File: src/rtl/barrel_shift_cmd_queue.sv
// barrel_shift_cmd_queue
// Issue stage in front of the 4-bit combinational barrel shifter. Commands are
// buffered in a small FIFO and sent to the shifter one at a time. Each result
// is captured together with the mode that produced it and is held until the
// consumer takes it.
module barrel_shift_cmd_queue #(
  parameter int DEPTH = 4,
  parameter int LVL_W = 3
) (
  input  logic             clk,
  input  logic             rst_n,
  input  logic             cmd_valid,
  output logic             cmd_ready,
  input  logic [3:0]       cmd_data,
  input  logic [1:0]       cmd_amt,
  input  logic [2:0]       cmd_mode,
  output logic [3:0]       sh_data_in,
  output logic [1:0]       sh_shift_amt,
  output logic [2:0]       sh_mode,
  input  logic [3:0]       sh_data_out,
  output logic             res_valid,
  input  logic             res_ready,
  output logic [3:0]       res_data,
  output logic [2:0]       res_mode,
  output logic [LVL_W-1:0] level
);

  localparam int ADDR_W = (DEPTH > 1) ? $clog2(DEPTH) : 1;

  typedef enum logic [1:0] {
    IDLE  = 2'd0,
    DRIVE = 2'd1,
    HOLD  = 2'd2
  } state_t;

  state_t            state;
  logic [8:0]        mem [DEPTH];
  logic [ADDR_W-1:0] wr_ptr;
  logic [ADDR_W-1:0] rd_ptr;
  logic              push;
  logic              pop;
  logic [8:0]        head;

  // A full queue refuses new commands even when the head leaves this cycle,
  // so cmd_ready depends only on the registered occupancy.
  assign cmd_ready = (level != LVL_W'(DEPTH));
  assign push      = cmd_valid && cmd_ready;
  assign pop       = (level != '0) && ((state == IDLE) || ((state == HOLD) && res_ready));
  assign head      = mem[rd_ptr];

  // Storage array; contents need no reset because level gates every read.
  always_ff @(posedge clk) begin
    if (push) begin
      mem[wr_ptr] <= {cmd_mode, cmd_amt, cmd_data};
    end
  end

  // Pointer and occupancy bookkeeping; pointers wrap naturally at DEPTH.
  always_ff @(posedge clk or negedge rst_n) begin
    if (!rst_n) begin
      wr_ptr <= '0;
      rd_ptr <= '0;
      level  <= '0;
    end else begin
      if (push) begin
        wr_ptr <= wr_ptr + ADDR_W'(1);
      end
      if (pop) begin
        rd_ptr <= rd_ptr + ADDR_W'(1);
      end
      case ({push, pop})
        2'b10:   level <= level + LVL_W'(1);
        2'b01:   level <= level - LVL_W'(1);
        default: level <= level;
      endcase
    end
  end

  // Issue/capture sequencer: load shifter inputs, sample its output one
  // cycle later, then hold the result until the consumer accepts it.
  always_ff @(posedge clk or negedge rst_n) begin
    if (!rst_n) begin
      state        <= IDLE;
      sh_data_in   <= '0;
      sh_shift_amt <= '0;
      sh_mode      <= '0;
      res_valid    <= 1'b0;
      res_data     <= '0;
      res_mode     <= '0;
    end else begin
      case (state)
        IDLE: begin
          if (pop) begin
            sh_data_in   <= head[3:0];
            sh_shift_amt <= head[5:4];
            sh_mode      <= head[8:6];
            state        <= DRIVE;
          end
        end
        DRIVE: begin
          res_data  <= sh_data_out;
          res_mode  <= sh_mode;
          res_valid <= 1'b1;
          state     <= HOLD;
        end
        HOLD: begin
          if (res_ready) begin
            res_valid <= 1'b0;
            if (pop) begin
              sh_data_in   <= head[3:0];
              sh_shift_amt <= head[5:4];
              sh_mode      <= head[8:6];
              state        <= DRIVE;
            end else begin
              state <= IDLE;
            end
          end
        end
        default: begin
          state <= IDLE;
        end
      endcase
    end
  end

endmodule
File: config.mk
export PLATFORM = sky130hd
export DESIGN_NAME = barrel_shift_cmd_queue
export DESIGN_NICKNAME = d
export VERILOG_FILES = /design/src/rtl/barrel_shift_cmd_queue.sv
export SDC_FILE = /design/constraint.sdc
export NUM_CORES = 1
export LEC_CHECK = 0
export BUFFER_PORTS_ARGS = -buffer_cell sky130_fd_sc_hd__buf_2
export CAP_MARGIN = 5
export CORE_MARGIN = 3
export CORE_UTILIZATION = 35
export DETAILED_ROUTE_END_ITERATION = 6
export PLACE_DENSITY = 0.54
export SETUP_SLACK_MARGIN = 0.1
export SLEW_MARGIN = 25
export SYNTH_ARGS = -nofsm -noshare
export SYNTH_HDL_FRONTEND = slang
export SYNTH_SLANG_ARGS = --single-unit
File: constraint.sdc
create_clock -name clk -period 4.9 [get_ports clk]
set_clock_uncertainty 0.05 [all_clocks]
set_input_delay 0.245 -clock clk [delete_from_list [all_inputs] [get_ports clk]]
set_output_delay 0.245 -clock clk [all_outputs]
set_load 0.01 [all_outputs]
==> impl_metrics.ini <==
[floorplan]
core-area_um2 = 6531
initial_core_util = 0.3718
io-pin-count = 38
die_y_um = 89.30
die_area_um2 = 7974
row_count = 29
die_w_um = 89.30

[global_route]
gr-total-overflow = 0
grt_max_degree = 27
grt_pass1_vias = 1365
grt_pass1_wl_mm = 6.900
grt_use_total = 0.1236
antenna_found_initial = 0

[hold_path]
min_to = mem[2][5]$_DFFE_PP_
whs_path_depth = 1
min_path_type = in2reg
worstHoldStart = cmd_amt[1]

[worst_setup_path]
path_common_cell = nor3_1
end_kind = register
crit_buf_inv = 1
timing.rr.start = level[0]$_DFFE_PN0P_
crit_fanout = 11
arrival_ps = 2460
crit_chain = nor3_1 > nor3_1 > buf_4 > ha_1 > fa_1 > xnor2_1 > nor2_1 > xor2_1
cp_slowest_cell = dfrtp_1
required_ps = 5090
r2r_setup_slack_ps = 2630
setup.worst_path.class = reg2reg
startpoint_type = register
max_stage_delay_ps = 450
reg2reg_to = level[2]$_DFFE_PN0P_
reg2reg_depth = 8
path_delay_family = adder cells

[sta]
timing.final.crit_period_ps = 2266
setup_violations = 0
hold_viol_final = 0
final_max_slew_viol_count = 0
min_period_over_period = 0.4625
fmax_mhz = 441.3
relSlewSlack = 0.5568
worstMarginPinSlew_ps = 664.8
rsz0062_at_grt = false
fin_tns_setup_ps = 0
setup_slack_ps = 2634

[clock_network]
clkSlewWorstSetupHoldPaths_ps = 70
clk_latency_ps = 330
cts_tree = built
ctsHtreeMaxLevel = 3
post_cts_buffers = 0
cts.sinks = 62
cts-root-buf = clkbuf_8
clockBufferDepth = 2
cts_made_buffers = 9

[logic_synthesis]
syn-num-nets = 149
synth_cells = 126
synthArstFlopShare = 0.4194
synth-edff-count = 36
netlist_area_um2 = 2429
synth_cell_types = 24
yosys_warnings = 0
synth_ff_type = edfxtp_1
synth-seq-cells = 62
ys_seq_area_frac = 0.7130
avgSynthCellArea_um2 = 19.27

[place]
hpwl_mm = 2.825
dpl.cell_count = 238
place_congestion = 0.6864
dp_slack_ps = 2630
io_buffers = 37

[pwr]
vdd_ir_drop_max_v = 0.0002933
leakage_nw = 1.175
pwr_density_cell_nw_per_um2 = 678.6

[cells_and_area]
n_antenna_cell = 0
instances_no_fill = 255
synthToLayoutAreaGrowth_pct = 20.25
nets = 196
layout-drive-gt1-share = 0.4831

[job]
maxCapViolations = 0

[route]
drt_iter0_drc = 55
routed_via_density = 4.851
dr.pass1.iters = 4
ant_nets = 0
drc = 0
vias = 1237
wirelength_mm = 4.295
wl_per_cell_um = 16.84

[run_status]
status = completed
[registers in the layout, indices dropped and copies added, names as in the netlist]
signal        cells
res_mode          3
res_valid         1
wr_ptr            2
mem              36
rd_ptr            2
state             2
sh_shift_amt      2
level             3
res_data          4
sh_data_in        4
sh_mode           3
[what timing repair did]
action / 4_1_cts / 5_1_grt
gates resized for setup: 0 / 0
endpoints found under the setup margin: 0 / 0
hold buffers: 1 / 0
endpoints found under the hold margin: 26 / 0
[routing by layer]
metal | GRT usage | routed length [um]
met3 | 0.03963 | 169
met4 | 0.06495 | 94
met2 | 0.1962 | 2161
met5 | 0 | 0
met1 | 0.1509 | 1871
[cells in the final DEF, fill, tap and decap left out, types with 2 or more instances in the layout]
master and count:
buf_2 37, inv_1 5, ha_1 5, bufinv_16 2, xor2_1 3, edfxtp_1 36, clkbuf_1 2, xnor2_1 3
clkbuf_8 10, mux4_2 9, nor3_1 3, clkinv_2 2, and3_2 4, dfrtp_1 26, a21oi_1 2, mux2_2 17
[how the worst max path moves through the flow]
stage                               from                    to  slack (ps)  cells past startpoint
detailed placement  level[0]$_DFFE_PN0P_  level[2]$_DFFE_PN0P_        2630                      8
floorplan           level[1]$_DFFE_PN0P_  level[1]$_DFFE_PN0P_        2770                      6
global route        level[0]$_DFFE_PN0P_  level[2]$_DFFE_PN0P_        2390                      8
CTS                 level[0]$_DFFE_PN0P_  level[2]$_DFFE_PN0P_        2600                      8
finish              level[0]$_DFFE_PN0P_  level[2]$_DFFE_PN0P_        2630                      8
global placement    level[0]$_DFFE_PN0P_  level[2]$_DFFE_PN0P_        2760                      8
[report_power, final]
group          switching [mW]  internal (mW)  total, mW  leakage (nW)
clock network           0.185          0.299      0.484         0.110
logic                   0.277          0.352      0.629         0.431
registers               0.131          0.738      0.869         0.634
[Yosys cell counts, types with 2 or more instances]
| master | number | area, um2 |
|---|---|---|
| mux2_2 | 17 | 191.4 |
| and3_2 | 4 | 30.03 |
| xor2_1 | 3 | 26.28 |
| mux4_2 | 9 | 202.7 |
| dfrtp_1 | 26 | 650.6 |
| a21oi_1 | 2 | 10.01 |
| inv_1 | 5 | 18.77 |
| ha_1 | 5 | 62.56 |
| edfxtp_1 | 36 | 1081 |
| xnor2_1 | 3 | 26.28 |
| nor3_1 | 3 | 15.01 |
[per-stage QoR]
stage               cell area (um2)    util  power [mW]  hold slack, ps
finish                         2920  0.4471       1.982           84.18
global route                   2920  0.4471       2.126           66.23
CTS                            2920  0.4471       2.022           68.23
detailed placement             2695  0.4126       1.531           255.6
global placement               2695  0.4126       1.499           235.3
floorplan                      2429       -       1.318          -100.6
[cell type report]
type                    instances  area (um2)
repair buffers                 39       202.7
clock inverters                 4       70.07
clock buffers                  12       145.1
flip-flops and latches         62        1732
multi-input cells              56       655.6
well taps                      77       96.34
fillers                       581        3611
inverters                       5       18.77
[cells by family after synthesis]
group / share of synthesized area
mux: 0.1685
fa+ha+maj: 0.03400
simple gates: 0.03864
xor+xnor: 0.02164
compound gates: 0.007214
buf+inv: 0.01700
flops: 0.7130
(Power assumes the default switching activity.)
